<file path="src/rtl/uart_rx_pkg.sv">
// Shared UART framing constants and bit-timing helpers for the TX and RX sides.
// Latency: n/a (compile-time constants only).
// Backpressure: n/a.
package uart_rx_pkg;

    // Default line rate and clock frequency shared with uart_tx.
    localparam int BAUD_DEF   = 115200;
    localparam int F_DEF      = 50000000;

    // 8N1 framing: start + 8 data + 1 stop.
    localparam int DATA_BITS  = 8;
    localparam int STOP_BITS  = 1;
    localparam int FRAME_BITS = 1 + DATA_BITS + STOP_BITS;

    // Clocks per bit; callers must keep this >= 4.
    function automatic int cpb_of(input int f, input int baud);
        return f / baud;
    endfunction

    // Offset from the detected start edge to the start-bit centre.
    function automatic int half_of(input int f, input int baud);
        return (f / baud) / 2;
    endfunction

endpackage

</file>
<file path="src/rtl/uart_rx_if.sv">
// Receive-side bundle: serial line in, byte/strobe/status out.
// Latency: n/a (wiring only).
// Backpressure: none; the consumer must take each valid pulse as it comes.
interface uart_rx_if;
    logic       rx;
    logic [7:0] data;
    logic       valid;
    logic       frame_err;
    logic       busy;

    // The receiver drives the outputs and samples rx.
    modport master (input rx, output data, output valid, output frame_err, output busy);
    // The line driver / byte consumer side.
    modport slave  (output rx, input data, input valid, input frame_err, input busy);
endinterface

</file>
<file path="src/rtl/uart_rx_sync_2ff.sv">
// Two-flop synchroniser for asynchronous level inputs (serial lines, buttons).
// Latency: 2 clk.
// Backpressure: none.
module sync_2ff #(
    parameter int W = 1
) (
    input  logic         clk,
    input  logic         rst,
    input  logic [W-1:0] d_i,
    output logic [W-1:0] q_o
);
    logic [W-1:0] meta_q;
    logic [W-1:0] sync_q;

    // Resets to all ones so an idle-high line is not seen as a start edge.
    always_ff @(posedge clk or negedge rst) begin
        if (!rst) begin
            meta_q <= '1;
            sync_q <= '1;
        end else begin
            meta_q <= d_i;
            sync_q <= meta_q;
        end
    end

    assign q_o = sync_q;
endmodule

</file>
<file path="src/rtl/uart_rx.sv">
// 8N1 UART receiver: serial rx -> byte with one-cycle valid, framing-error strobe.
// Latency: ~2 + HALF + 9*CPB + 1 clk from falling start edge to valid.
// Backpressure: none; each byte is presented once and held on data until the next good byte.
module uart_rx
    import uart_rx_pkg::*;
#(
    parameter int BAUD = BAUD_DEF,
    parameter int F    = F_DEF
) (
    input  logic     clk,
    input  logic     rst,
    uart_rx_if.master bus
);
    localparam int CPB  = cpb_of(F, BAUD);
    localparam int HALF = half_of(F, BAUD);
    localparam int CW   = $clog2(CPB);
    localparam int IW   = $clog2(DATA_BITS);

    localparam logic [CW-1:0] CPB_M1   = CW'(CPB - 1);
    localparam logic [CW-1:0] HALF_M1  = CW'(HALF - 1);
    localparam logic [IW-1:0] IDX_LAST = IW'(DATA_BITS - 1);

    typedef enum logic [2:0] {
        S_IDLE,
        S_START,
        S_DATA,
        S_STOP,
        S_WAIT_HIGH
    } state_t;

    state_t                 state_q, state_d;
    logic                   rx_s;
    logic [CW-1:0]          cnt_q;
    logic [IW-1:0]          idx_q;
    logic [DATA_BITS-1:0]   sh_q;
    logic [DATA_BITS-1:0]   data_q;
    logic                   valid_q;
    logic                   ferr_q;
    logic                   busy;
    logic                   tick;

    sync_2ff #(.W(1)) u_sync (
        .clk (clk),
        .rst (rst),
        .d_i (bus.rx),
        .q_o (rx_s)
    );

    assign tick = (cnt_q == '0);

    // State register.
    always_ff @(posedge clk or negedge rst) begin
        if (!rst) state_q <= S_IDLE;
        else      state_q <= state_d;
    end

    // Next-state: every decision is taken on the synchronised line at a tick.
    always_comb begin
        state_d = state_q;
        unique case (state_q)
            S_IDLE:      if (!rx_s) state_d = S_START;
            S_START:     if (tick)  state_d = rx_s ? S_IDLE : S_DATA;
            S_DATA:      if (tick && idx_q == IDX_LAST) state_d = S_STOP;
            S_STOP:      if (tick)  state_d = rx_s ? S_IDLE : S_WAIT_HIGH;
            S_WAIT_HIGH: if (rx_s)  state_d = S_IDLE;
            default:     state_d = S_IDLE;
        endcase
    end

    // Outputs: busy covers everything from start detection until back in IDLE.
    always_comb begin
        busy = (state_q != S_IDLE);
    end

    // Bit timer, shifter and output strobes; strobes default low so they last one clk.
    always_ff @(posedge clk or negedge rst) begin
        if (!rst) begin
            cnt_q   <= '0;
            idx_q   <= '0;
            sh_q    <= '0;
            data_q  <= '0;
            valid_q <= 1'b0;
            ferr_q  <= 1'b0;
        end else begin
            valid_q <= 1'b0;
            ferr_q  <= 1'b0;
            unique case (state_q)
                S_IDLE: begin
                    if (!rx_s) cnt_q <= HALF_M1;
                end
                S_START: begin
                    if (tick) begin
                        cnt_q <= CPB_M1;
                        idx_q <= '0;
                    end else begin
                        cnt_q <= cnt_q - 1'b1;
                    end
                end
                S_DATA: begin
                    if (tick) begin
                        sh_q  <= {rx_s, sh_q[DATA_BITS-1:1]};
                        cnt_q <= CPB_M1;
                        idx_q <= idx_q + 1'b1;
                    end else begin
                        cnt_q <= cnt_q - 1'b1;
                    end
                end
                S_STOP: begin
                    if (tick) begin
                        if (rx_s) begin
                            data_q  <= sh_q;
                            valid_q <= 1'b1;
                        end else begin
                            ferr_q  <= 1'b1;
                        end
                    end else begin
                        cnt_q <= cnt_q - 1'b1;
                    end
                end
                default: ;
            endcase
        end
    end

    assign bus.data      = data_q;
    assign bus.valid     = valid_q;
    assign bus.frame_err = ferr_q;
    assign bus.busy      = busy;
endmodule

</file>
<file path="src/flat_wrapper.sv">
// flat-port wrapper written by rule: the top's interface ports become plain ports
module uart_rx_flat import uart_rx_pkg::*;
#(
    parameter int BAUD = BAUD_DEF,
    parameter int F    = F_DEF
)
  (clk, rst, bus_rx, bus_data, bus_valid, bus_frame_err, bus_busy);
  uart_rx_if bus_i ();
  input  logic clk;
  input  logic rst;
  input wire logic [$bits(bus_i.rx)-1:0] bus_rx;
  output wire logic [$bits(bus_i.data)-1:0] bus_data;
  output wire logic [$bits(bus_i.valid)-1:0] bus_valid;
  output wire logic [$bits(bus_i.frame_err)-1:0] bus_frame_err;
  output wire logic [$bits(bus_i.busy)-1:0] bus_busy;
  assign bus_i.rx = bus_rx;
  assign bus_data = bus_i.data;
  assign bus_valid = bus_i.valid;
  assign bus_frame_err = bus_i.frame_err;
  assign bus_busy = bus_i.busy;
  uart_rx #(.BAUD(BAUD), .F(F)) u_core (.clk(clk), .rst(rst), .bus(bus_i));
endmodule
</file>
<file path="config.mk">
export PLATFORM = sky130hd
export DESIGN_NAME = uart_rx_flat
export DESIGN_NICKNAME = d
export VERILOG_FILES = /design/src/rtl/uart_rx_pkg.sv /design/src/rtl/uart_rx_if.sv /design/src/rtl/uart_rx_sync_2ff.sv /design/src/rtl/uart_rx.sv /design/src/flat_wrapper.sv
export SDC_FILE = /design/constraint.sdc
export NUM_CORES = 1
export LEC_CHECK = 0
export ABC_CLOCK_PERIOD_IN_PS = 2450
export CAP_MARGIN = 20
export CORE_AREA = 2 2 77 72
export CTS_CLUSTER_SIZE = 8
export DETAILED_ROUTE_END_ITERATION = 7
export DIE_AREA = 0 0 79 74
export GPL_TIMING_DRIVEN = 1
export PLACE_DENSITY_LB_ADDON = 0.2
export SYNTH_ARGS = -nofsm -noshare
export SYNTH_HDL_FRONTEND = slang
export SYNTH_SLANG_ARGS = --single-unit
</file>
<file path="constraint.sdc">
create_clock -name clk -period 2.45 [get_ports clk]
set_input_delay 0.3675 -clock clk [delete_from_list [all_inputs] [get_ports clk]]
set_output_delay 0.3675 -clock clk [all_outputs]
set_load 0.05 [all_outputs]
</file>
==> results.py <==
metrics = {
    "floorplan": {
        "die_w_um": 79,
        "fp-row-count": 25,
        "io_pins": 14,
        "core_area_um2": 5070,
        "dieArea_um2": 5850,
        "die_h_um": 74,
        "initial_core_util_pct": 33.6,
    },
    "routing": {
        "firstDrtPassIters": 4,
        "wire_per_inst_um": 14.2,
        "antenna_left": 0,
        "via_count": 1244,
        "drt_iter0_drc": 95,
        "wl_mm": 3.40,
        "vias_per_cell": 5.18,
        "route.detailed.drc": 0,
    },
    "setup_path": {
        "reg2regPathDepth": 5,
        "critical_path_peak_fanout": 12,
        "critical_path_arrival_ns": 1.88,
        "end_kind": "primary output",
        "path_class": "flop to primary output",
        "crit_path_start_kind": "flop",
        "r2r-start": "u_core.cnt_q[0]",
        "cp.required_ns": 2.08,
        "rr_endpoint": "u_core.sh_q[7]",
        "rrSetupSlack_ns": 0.32,
    },
    "placed_design": {
        "hpwl_mm": 2.42,
        "io_buffer_count": 13,
        "gp_congestion": 0.832,
        "place_inst": 232,
    },
    "sta": {
        "final_hold_viol_count": 0,
        "holdWs_ns": 0.357,
        "drv_slew": 0,
        "setup_tns_ns": 0,
        "finClkSkew_ns": 0.00973,
        "finalSetupViolations": 0,
        "maxSlewHeadroom_pct": 59.9,
        "rsz0062_at_grt": "no",
        "fin_crit_ns": 2.24,
        "fin_crit_sh_pct": 91.6,
        "max_freq_mhz": 446,
        "worstMarginPinSlew_ns": 0.599,
    },
    "logic_synthesis": {
        "synthMuxAreaShare_pct": 13.0,
        "syn_nets": 159,
        "syn_avg_cell_area_um2": 11.2,
        "synth_warnings": 0,
        "synthXorXnorAreaFrac_pct": 0.515,
        "synth-edff-count": 0,
        "synth_fa_ha_area_share_pct": 2.94,
        "synthFlopType": "dfrtp_1",
        "synth_cell_types": 42,
        "synth_area_um2": 1700,
        "synthCells": 152,
        "yosysTopAreaCell": "dfrtp_1",
        "synth-compound-area-share_pct": 11.6,
        "ys_ff_latch": 35,
        "synth.area.top_cells": "dfrtp_1, mux2_4, mux2_2, nor2_1, dfstp_2",
        "synth_top_family_by_area": "simple AND/OR/NAND/NOR gates",
        "async_flop_share_pct": 100,
        "synth-simple-area-share_pct": 18.0,
        "yosysTopAreaCellShare_pct": 48.6,
        "synth-seq-area-share_pct": 51.7,
    },
    "cts": {
        "post-cts-setup-buffer-count": 0,
        "post_cts_resized": 0,
        "clockRootBuffer": "clkbuf_8",
        "insertion_delay_ns": 0.28,
        "cts_hold_buf": 0,
        "cts_sinks": 35,
        "htreeDepth": 2,
        "cts_buffer_depth": 2,
        "cts_tree": "yes",
        "clk_pin_slew_ns": 0.08,
        "cts_buffers": 5,
    },
    "outcome": {
        "status": "finished, final reports clean",
    },
    "global_route": {
        "grt_max_degree": 36,
        "overflow": 0,
        "grt_pass1_vias": 1171,
        "grt_pass1_wl_mm": 5.82,
        "grt_antenna_before_repair": 0,
        "track_usage_pct": 12.8,
    },
    "layout": {
        "drive_above_1_share_pct": 20.2,
        "diodes": 0,
        "areaGrowthSynthToFinish_pct": 18.9,
        "layout.cells.non_filler": 240,
        "fin_util_pct": 39.9,
        "fin_nets": 179,
    },
    "hold_path": {
        "hp-class": "flop to flop",
        "hold_start": "u_core.u_sync.meta_q",
        "hold_end": "u_core.u_sync.q_o",
        "whs_path_depth": 0,
    },
    "pwr": {
        "ir_drop_mv": 0.351,
        "p_per_area_nw_per_um2": 498,
        "p_leak_uw": 0.000910,
    },
    "flow_run": {
        "drv_cap": 0,
    },
}
## Yosys cell counts, types with 2 or more instances
cell type,instances
ha_1,4
nand3_1,6
nor4_1,2
o211ai_1,2
mux2_2,8
nor2_1,15
nand2_1,11
inv_1,4
mux2_4,8
nand3b_1,3
clkbuf_1,5
o221ai_1,2
nor4b_1,2
dfrtp_1,33
o211a_1,2
dfstp_2,2
nor3_1,3
o21ai_0,7
a21oi_1,8
a31oi_1,2
a311oi_1,2
## layout make-up
cell class / count / area (um2)
fillers: 506 / 3050
flip-flops and latches: 35 / 878
multi-input cells: 107 / 781
repair buffers: 19 / 175
well taps: 67 / 83.8
clock buffers: 5 / 68.8
clock inverters: 3 / 20.0
inverters: 4 / 15.0
## where the power goes
part | internal (uW) | leakage, uW | switching (uW) | total (uW)
registers | 580 | 0.000464 | 1.98 | 582
clock network | 198 | 0.0000402 | 211 | 409
logic | 4.03 | 0.000406 | 11.4 | 15.4
## state kept, by name, indices dropped and copies added, names as in the netlist
| signal | count |
|---|---|
| u_core.state_q | 3 |
| u_core.sh_q | 8 |
| u_core.bus.valid | 1 |
| u_core.cnt_q | 9 |
| u_core.bus.data | 8 |
| u_core.u_sync.q_o | 1 |
| u_core.idx_q | 3 |
| u_core.u_sync.meta_q | 1 |
| u_core.bus.frame_err | 1 |
## worst max-delay path: stages, from the launching register on
cell	delay [ns]
dfrtp_1	0.49
or3_1	0.40
clkdlybuf4s50_1	0.70
## routing by layer
metal / up-vias / global-route usage (%) / part of all wire, %
met2: 27 / 19.8 / 47
met4: 0 / 5.17 / 0.65
met5: - / 0 / 0
met1: 625 / 17.3 / 47
li1: 590 / - / -
met3: 2 / 3.28 / 4.5
## worst max-delay path by stage
stage	startpoint	to	slack, ns
2_1_floorplan	u_core.cnt_q[4]	u_core.sh_q[0]	0.50
3_3_place_gp	u_core.cnt_q[4]	u_core.sh_q[3]	0.39
3_5_place_dp	u_core.cnt_q[4]	u_core.sh_q[6]	0.34
4_1_cts	u_core.state_q[0]	bus_busy	0.19
5_1_grt	u_core.state_q[2]	bus_busy	0.14
6_report	u_core.state_q[0]	bus_busy	0.21
## logic make-up (layout without fill, tap and decap cells)
group | Yosys count | in the layout
XOR/XNOR | 1 | 1
flip-flops | 35 | 35
multiplexers | 17 | 17
buffers and inverters | 10 | 31
adder cells (fa/ha/maj) | 4 | 4
AO/OA/AOI/OAI | 30 | 30
AND/OR/NAND/NOR | 55 | 55
## metrics by stage
step	area [um2]	setup WS [ns]	power (uW)
detailed placement	1930	0.341	611
global placement	1930	0.393	610
global route	2020	0.140	1060
CTS	2020	0.186	1030
floorplan	1700	0.497	594
finish	2020	0.206	1010
## cells in the final DEF (no fill, tap or decap), types with 2 or more instances in the layout
cell             instances
buf_4                    6
inv_1                    4
ha_1                     4
nor4b_1                  2
dfrtp_1                 33
dfstp_2                  2
nor4_1                   2
a31oi_1                  2
a311oi_1                 2
clkdlybuf4s50_1         13
mux2_2                   8
nand3b_1                 3
nand2_1                 11
nand3_1                  6
o221ai_1                 2
o211ai_1                 2
o21ai_0                  7
o211a_1                  2
nor2_1                  15
a21oi_1                  8
mux2_4                   8
nor3_1                   3
clkbuf_8                 5
clkinvlp_4               2
Note: power is estimated with default switching activity, not from simulation.
